File: src/rtl/ysyx_24110006_lsu_pkg.sv
// Shared definitions for the ysyx_24110006 load/store unit.
//   lsu_state_e  : FSM states (IDLE, AR, R, WR, B, DONE)
//   LB..LHU      : load funct3 encodings
//   OKAY         : AXI response code for a successful transfer
package ysyx_24110006_lsu_pkg;

  typedef enum logic [2:0] {
    S_IDLE,
    S_AR,
    S_R,
    S_WR,
    S_B,
    S_DONE
  } lsu_state_e;

  localparam logic [2:0] LB  = 3'b000;
  localparam logic [2:0] LH  = 3'b001;
  localparam logic [2:0] LW  = 3'b010;
  localparam logic [2:0] LBU = 3'b100;
  localparam logic [2:0] LHU = 3'b101;

  localparam logic [1:0] OKAY = 2'b00;

endpackage

File: src/rtl/ysyx_24110006_lsu_align.sv
// Combinational byte-lane logic for the LSU.
//   addr_lo_i  : low two address bits (byte lane)
//   wmask_i    : unshifted store mask (0001/0011/1111)
//   wdata_i    : unshifted store data
//   read_t_i   : load funct3
//   rdata_i    : raw bus read word
//   wstrb_o    : store strobes shifted to the addressed lane (upper lanes truncated)
//   wdata_o    : store data shifted to the addressed lane
//   ld_data_o  : extracted and sign/zero-extended load value
module ysyx_24110006_lsu_align
  import ysyx_24110006_lsu_pkg::*;
(
  input  logic [1:0]  addr_lo_i,
  input  logic [3:0]  wmask_i,
  input  logic [31:0] wdata_i,
  input  logic [2:0]  read_t_i,
  input  logic [31:0] rdata_i,
  output logic [3:0]  wstrb_o,
  output logic [31:0] wdata_o,
  output logic [31:0] ld_data_o
);

  logic [31:0] rshift;

  assign wstrb_o = wmask_i << addr_lo_i;
  assign wdata_o = wdata_i << {addr_lo_i, 3'b000};
  assign rshift  = rdata_i >> {addr_lo_i, 3'b000};

  always_comb begin
    ld_data_o = rdata_i;
    case (read_t_i)
      LB:      ld_data_o = {{24{rshift[7]}}, rshift[7:0]};
      LH:      ld_data_o = {{16{rshift[15]}}, rshift[15:0]};
      LW:      ld_data_o = rdata_i;
      LBU:     ld_data_o = {24'h0, rshift[7:0]};
      LHU:     ld_data_o = {16'h0, rshift[15:0]};
      default: ld_data_o = rdata_i;
    endcase
  end

endmodule

File: src/rtl/ysyx_24110006_lsu.sv
// Load/store stage: one AXI4-Lite-style access per instruction, one
// write-back pulse per instruction to the WBU.
//   i_clock/i_reset         : clock, synchronous active-high reset
//   i_valid + i_mem_*/...   : execute-stage outputs, sampled only in IDLE
//   o_valid/o_wb_data/o_fault : write-back pulse, data and bus/misalign fault
//   o_ar*/i_r* o_aw*/o_w*/i_b* : AXI4-Lite read and write channels
// Optional: define LSU_MISALIGN_CHECK_EN to fault misaligned half/word
// accesses without touching the bus (o_wb_data = 0, o_fault = 1).
module ysyx_24110006_lsu
  import ysyx_24110006_lsu_pkg::*;
#(
  parameter int unsigned ADDR_W = 32
) (
  input  logic              i_clock,
  input  logic              i_reset,
  input  logic              i_valid,
  input  logic              i_mem_ren,
  input  logic              i_mem_wen,
  input  logic [3:0]        i_mem_wmask,
  input  logic [2:0]        i_mem_read_t,
  input  logic [ADDR_W-1:0] i_mem_addr,
  input  logic [31:0]       i_wdata,
  input  logic [31:0]       i_result,
  output logic              o_valid,
  output logic [31:0]       o_wb_data,
  output logic              o_fault,
  output logic [ADDR_W-1:0] o_araddr,
  output logic              o_arvalid,
  input  logic              i_arready,
  input  logic [31:0]       i_rdata,
  input  logic [1:0]        i_rresp,
  input  logic              i_rvalid,
  output logic              o_rready,
  output logic [ADDR_W-1:0] o_awaddr,
  output logic              o_awvalid,
  input  logic              i_awready,
  output logic [31:0]       o_wdata,
  output logic [3:0]        o_wstrb,
  output logic              o_wvalid,
  input  logic              i_wready,
  input  logic [1:0]        i_bresp,
  input  logic              i_bvalid,
  output logic              o_bready
);

  lsu_state_e state_q, state_d;

  logic              aw_pend_q, aw_pend_d;
  logic              w_pend_q, w_pend_d;
  logic              fault_q, fault_d;
  logic              latch_in;
  logic              capture_r;
  logic              misalign;

  logic              ren_q;
  logic              mis_q;
  logic [3:0]        wmask_q;
  logic [2:0]        read_t_q;
  logic [ADDR_W-1:0] addr_q;
  logic [31:0]       wdata_q;
  logic [31:0]       result_q;
  logic [31:0]       rdata_q;

  logic              valid_q;
  logic              wb_fault_q;
  logic [31:0]       wb_data_q;
  logic [31:0]       ld_data;

`ifdef LSU_MISALIGN_CHECK_EN
  always_comb begin
    misalign = 1'b0;
    if (i_mem_ren) begin
      case (i_mem_read_t)
        LH, LHU: misalign = i_mem_addr[0];
        LW:      misalign = |i_mem_addr[1:0];
        default: misalign = 1'b0;
      endcase
    end else if (i_mem_wen) begin
      case (i_mem_wmask)
        4'b0011: misalign = i_mem_addr[0];
        4'b1111: misalign = |i_mem_addr[1:0];
        default: misalign = 1'b0;
      endcase
    end
  end
`else
  assign misalign = 1'b0;
`endif

  ysyx_24110006_lsu_align u_align (
    .addr_lo_i (addr_q[1:0]),
    .wmask_i   (wmask_q),
    .wdata_i   (wdata_q),
    .read_t_i  (read_t_q),
    .rdata_i   (rdata_q),
    .wstrb_o   (o_wstrb),
    .wdata_o   (o_wdata),
    .ld_data_o (ld_data)
  );

  always_comb begin
    state_d   = state_q;
    aw_pend_d = aw_pend_q;
    w_pend_d  = w_pend_q;
    fault_d   = fault_q;
    latch_in  = 1'b0;
    capture_r = 1'b0;
    o_arvalid = 1'b0;
    o_rready  = 1'b0;
    o_awvalid = 1'b0;
    o_wvalid  = 1'b0;
    o_bready  = 1'b0;
    case (state_q)
      S_IDLE: begin
        if (i_valid) begin
          latch_in = 1'b1;
          fault_d  = 1'b0;
          if (misalign) begin
            fault_d = 1'b1;
            state_d = S_DONE;
          end else if (i_mem_ren) begin
            state_d = S_AR;
          end else if (i_mem_wen) begin
            aw_pend_d = 1'b1;
            w_pend_d  = 1'b1;
            state_d   = S_WR;
          end else begin
            state_d = S_DONE;
          end
        end
      end
      S_AR: begin
        o_arvalid = 1'b1;
        if (i_arready) state_d = S_R;
      end
      S_R: begin
        o_rready = 1'b1;
        if (i_rvalid) begin
          capture_r = 1'b1;
          fault_d   = (i_rresp != OKAY);
          state_d   = S_DONE;
        end
      end
      S_WR: begin
        // AW and W retire independently; move on once neither is pending.
        o_awvalid = aw_pend_q;
        o_wvalid  = w_pend_q;
        if (aw_pend_q && i_awready) aw_pend_d = 1'b0;
        if (w_pend_q && i_wready)   w_pend_d  = 1'b0;
        if (!aw_pend_d && !w_pend_d) state_d = S_B;
      end
      S_B: begin
        o_bready = 1'b1;
        if (i_bvalid) begin
          fault_d = (i_bresp != OKAY);
          state_d = S_DONE;
        end
      end
      S_DONE: state_d = S_IDLE;
      default: state_d = S_IDLE;
    endcase
  end

  always_ff @(posedge i_clock) begin
    if (i_reset) begin
      state_q    <= S_IDLE;
      aw_pend_q  <= 1'b0;
      w_pend_q   <= 1'b0;
      fault_q    <= 1'b0;
      ren_q      <= 1'b0;
      mis_q      <= 1'b0;
      wmask_q    <= '0;
      read_t_q   <= '0;
      addr_q     <= '0;
      wdata_q    <= '0;
      result_q   <= '0;
      rdata_q    <= '0;
      valid_q    <= 1'b0;
      wb_fault_q <= 1'b0;
      wb_data_q  <= '0;
    end else begin
      state_q   <= state_d;
      aw_pend_q <= aw_pend_d;
      w_pend_q  <= w_pend_d;
      fault_q   <= fault_d;
      if (latch_in) begin
        ren_q    <= i_mem_ren;
        mis_q    <= misalign;
        wmask_q  <= i_mem_wmask;
        read_t_q <= i_mem_read_t;
        addr_q   <= i_mem_addr;
        wdata_q  <= i_wdata;
        result_q <= i_result;
      end
      if (capture_r) rdata_q <= i_rdata;
      // Write-back is registered out of DONE, so the pulse lands the cycle
      // after DONE and never coincides with a bus handshake.
      valid_q <= (state_q == S_DONE);
      if (state_q == S_DONE) begin
        wb_fault_q <= fault_q;
        wb_data_q  <= mis_q ? '0 : (ren_q ? ld_data : result_q);
      end
    end
  end

  assign o_valid   = valid_q;
  assign o_fault   = wb_fault_q;
  assign o_wb_data = wb_data_q;
  assign o_araddr  = addr_q;
  assign o_awaddr  = addr_q;

endmodule

File: config.mk
export PLATFORM = sky130hd
export DESIGN_NAME = ysyx_24110006_lsu
export DESIGN_NICKNAME = d
export VERILOG_FILES = /design/src/rtl/ysyx_24110006_lsu_pkg.sv /design/src/rtl/ysyx_24110006_lsu_align.sv /design/src/rtl/ysyx_24110006_lsu.sv
export SDC_FILE = /design/constraint.sdc
export NUM_CORES = 1
export LEC_CHECK = 0
export CAP_MARGIN = 10
export CORE_AREA = 2 2 191 99
export CTS_CLUSTER_DIAMETER = 60
export DETAILED_ROUTE_END_ITERATION = 8
export DIE_AREA = 0 0 193 101
export PLACE_DENSITY_LB_ADDON = 0.12
export SLEW_MARGIN = 20
export SYNTH_ARGS = -nofsm -noshare
export SYNTH_HDL_FRONTEND = slang
export SYNTH_SLANG_ARGS = --single-unit
File: constraint.sdc
create_clock -name i_clock -period 2.3 [get_ports i_clock]
set_input_delay 0.69 -clock i_clock [delete_from_list [all_inputs] [get_ports i_clock]]
set_output_delay 0.69 -clock i_clock [all_outputs]
set_load 0.1 [all_outputs]
==> results of run 1 <==
[cells in the mapped netlist, drive strengths merged (2+ instances only)]
library cell / instances / area [um2]
nor3: 5 / 25.0
o2bb2ai: 8 / 70.1
nand2b: 10 / 62.6
dfxtp: 176 / 3520
nand3: 2 / 10.0
nor3b: 3 / 32.5
inv: 4 / 15.0
o211ai: 7 / 52.6
a211oi: 18 / 135
mux4: 2 / 45.0
nand2: 321 / 1200
buf: 67 / 424
nor4b: 2 / 32.5
and2: 10 / 62.6
and3: 2 / 12.5
nor2b: 22 / 138
mux2i: 27 / 270
o22ai: 10 / 62.6
nor2: 31 / 116
o21ai: 42 / 210
a211o: 2 / 17.5
clkbuf: 50 / 188
a21oi: 175 / 880
a31oi: 8 / 50.1
a221oi: 16 / 203
nand3b: 2 / 15.0
[metal layers]
metal,vias up,global-route usage [%]
li1,3939,-
met1,3873,39.3
met2,300,43.6
met3,30,7.94
met4,6,5.94
met5,-,0
[what timing repair did]
item                       in CTS  in global routing
buffers inserted               11                  4
setup endpoints to repair      37                 32
cloned                          1                  0
pin swaps                       1                  4
resized for setup              25                 18
[area by class of cell]
| cell class | instances | area (um2) |
|---|---|---|
| antenna | 1 | 2.50 |
| clock buffer | 19 | 443 |
| clock inverter | 13 | 151 |
| fill | 1401 | 5450 |
| inverter | 4 | 15.0 |
| multi-input combinational | 735 | 4420 |
| sequential | 176 | 3540 |
| tap | 240 | 300 |
| timing repair buffer | 335 | 3650 |
[worst max-delay path by stage]
stage	to	cells past startpoint	from	slack, ns
3_5_place_dp	o_wstrb[0]	3	o_araddr[1]	0.01
3_3_place_gp	o_wstrb[0]	3	o_araddr[1]	0.03
5_1_grt	o_wdata[21]	6	o_araddr[1]	-0.12
2_1_floorplan	o_wdata[4]	5	o_araddr[1]	-0.11
6_report	o_wdata[21]	6	o_araddr[1]	-0.08
4_1_cts	o_wdata[29]	4	o_araddr[1]	-0.1
[kinds of logic (layout without fill, tap and decap cells)]
logic type,after synthesis,after routing
AND/OR/NAND/NOR,413,413
flip-flops,176,176
other,0,1
buffers and inverters,121,371
multiplexers,30,30
AO/OA/AOI/OAI,292,292
[stage by stage]
stage / hold slack (ns) / setup TNS, ns / util (%)
global route: 0.475 / -2.38 / 69.7
detailed placement: 0.442 / 0 / 64.3
CTS: 0.452 / -1.20 / 68.9
global placement: 0.439 / 0 / 64.3
finish: 0.454 / -1.38 / 69.7
floorplan: 0.432 / -2.27 / -
[worst max-delay path, stage by stage (launching register included)]
cell and delay, ns:
dfxtp_4 0.41, buf_12 0.17, nor2b_4 0.14, buf_12 0.16, nand2_1 0.09, o21ai_4 0.09, buf_12 0.19
[sequential cells by signal (all words and copies together), names as in the netlist]
register	cells
w_pend_q	1
ren_q	1
o_araddr	32
aw_pend_q	1
rdata_q	32
state_q	3
wdata_q	32
fault_q	1
result_q	32
o_fault	1
read_t_q	3
o_valid	1
wmask_q	4
o_wb_data	32
[report_power, final]
group | switching (mW) | internal, mW
clock | 1.32 | 1.65
sequential | 0.323 | 3.36
combinational | 3.46 | 1.70
==> results.yml, run 1 <==
global_routing:
  grt_use_total_pct: 28.2
  grt-ovfl-total: 0
  grt_pass1_wl_um: 42300
  antenna_found_initial: 4
  grt_max_degree: 111
  grt_pass1_vias: 7675
synth:
  synthCells: 1032
  ys.flop_type: "dfxtp_1"
  yosys.area_share.simple_pct: 21.8
  synth.area.mux_share_pct: 4.11
  syn_nets: 1181
  syn_area_mm2: 0.00794
  synth_top_family_by_area: "compound AO/OA/AOI/OAI gates"
  syn_avg_cell_area_um2: 7.70
  synth-compound-area-share_pct: 21.8
  synthAdderAreaFrac_pct: 0
  synth_cell_types: 44
  synth-seq-cells: 176
  synth_xor_area_share_pct: 0
  synth_seq_area_share_pct: 44.4
  synth_edf_count: 0
  yosys_warnings: 0
  synth-async-reset-ratio_pct: 0
worst_setup_path:
  cp_data_required_time_ns: 1.61
  r2r-start: "o_araddr[1]"
  reg2reg_slack_ns: 0.10
  r2r.worst_path.cells: 6
  worstPathMaxFanout: 9
  critPathKind: "flop to output pin"
  start_kind: "flop"
  regToRegEndpoint: "o_wb_data[10]"
  cp-end-kind: "output pin"
  cp.arrival_ns: 1.69
routing:
  dr.pass1.iters: 5
  wl_per_cell_um: 18.4
  first_iter_violations: 441
  wirelength_met1_um: 12900
  routed-wl-met2_um: 12500
  post-route-drc-count: 0
  drt-vias-per-instance: 5.35
  routed_wl_um: 28000
  ant_nets: 0
  vias: 8148
  route.met3.wl_um: 2320
  top_layer: "met5"
power_and_ir_drop:
  powerDensity_mw_per_mm2: 944
  p_leak_nw: 4.56
  power.total_mw: 11.8
  vdd_drop_max_mv: 0.634
timing:
  setup_violations: 27
  worstMarginPinSlew_ns: 0.603
  clock_skew_ns: 0.0107
  drv_slew: 0
  relSlewSlack_pct: 59.7
  fin_ws_ns: -0.0782
  period_share_pct: 103
  rsz0062_at_grt: "yes"
  max_freq_mhz: 420
  layout_min_cycle_time_ns: 2.38
  hold_viol: 0
floorplanning:
  design.die.area_mm2: 0.0195
  start_util_pct: 44.2
  die_height_um: 101
  ios: 288
  row_count: 35
  chipWidth_um: 193
  coreArea_mm2: 0.0180
cells_and_area:
  final_cell_mix: "nand2_1, dfxtp_1, a21oi_1"
  area_growth_syn_to_layout_pct: 57.5
  layout-drive-gt1-share_pct: 24.7
  fin_nets: 1418
  final_common_cell: "nand2_1"
  stdcell_area_mm2: 0.0125
  final_cells: 1523
run:
  maxCapViolCount: 0
run_status:
  violations: "setup timing"
  outcome: "finished, violations left"
clock_network:
  cts.sinks: 176
  clock_path_buffers: 2
  clk_transition_reported_paths_ns: 0.07
  cts-root-buf: "clkbuf_16"
  ctsHoldBuffers: 0
  cts_tree: "built"
  cts_buffers: 17
  h-tree-depth: 4
  clk_latency_ns: 0.43
hold_path:
  hold_start: "wmask_q[3]"
  hold_class: "flop to flop"
  worstHoldPathCells: 2
  hold_end: "wmask_q[3]"
placement:
  gp_congestion: 0.829
  place_area_mm2: 0.0116
  portBuffers: 287
  place_ws_ns: 0.0113
  post-place-cells: 1474
  hpwl_um: 19300
Power figures use the tool's default switching activity.
==> inputs of run 2 (changes only) <==
- TNS_END_PERCENT: default -> 100
==> results of run 2 <==
The final DEF is identical to that of run 1; final timing and power are the same.
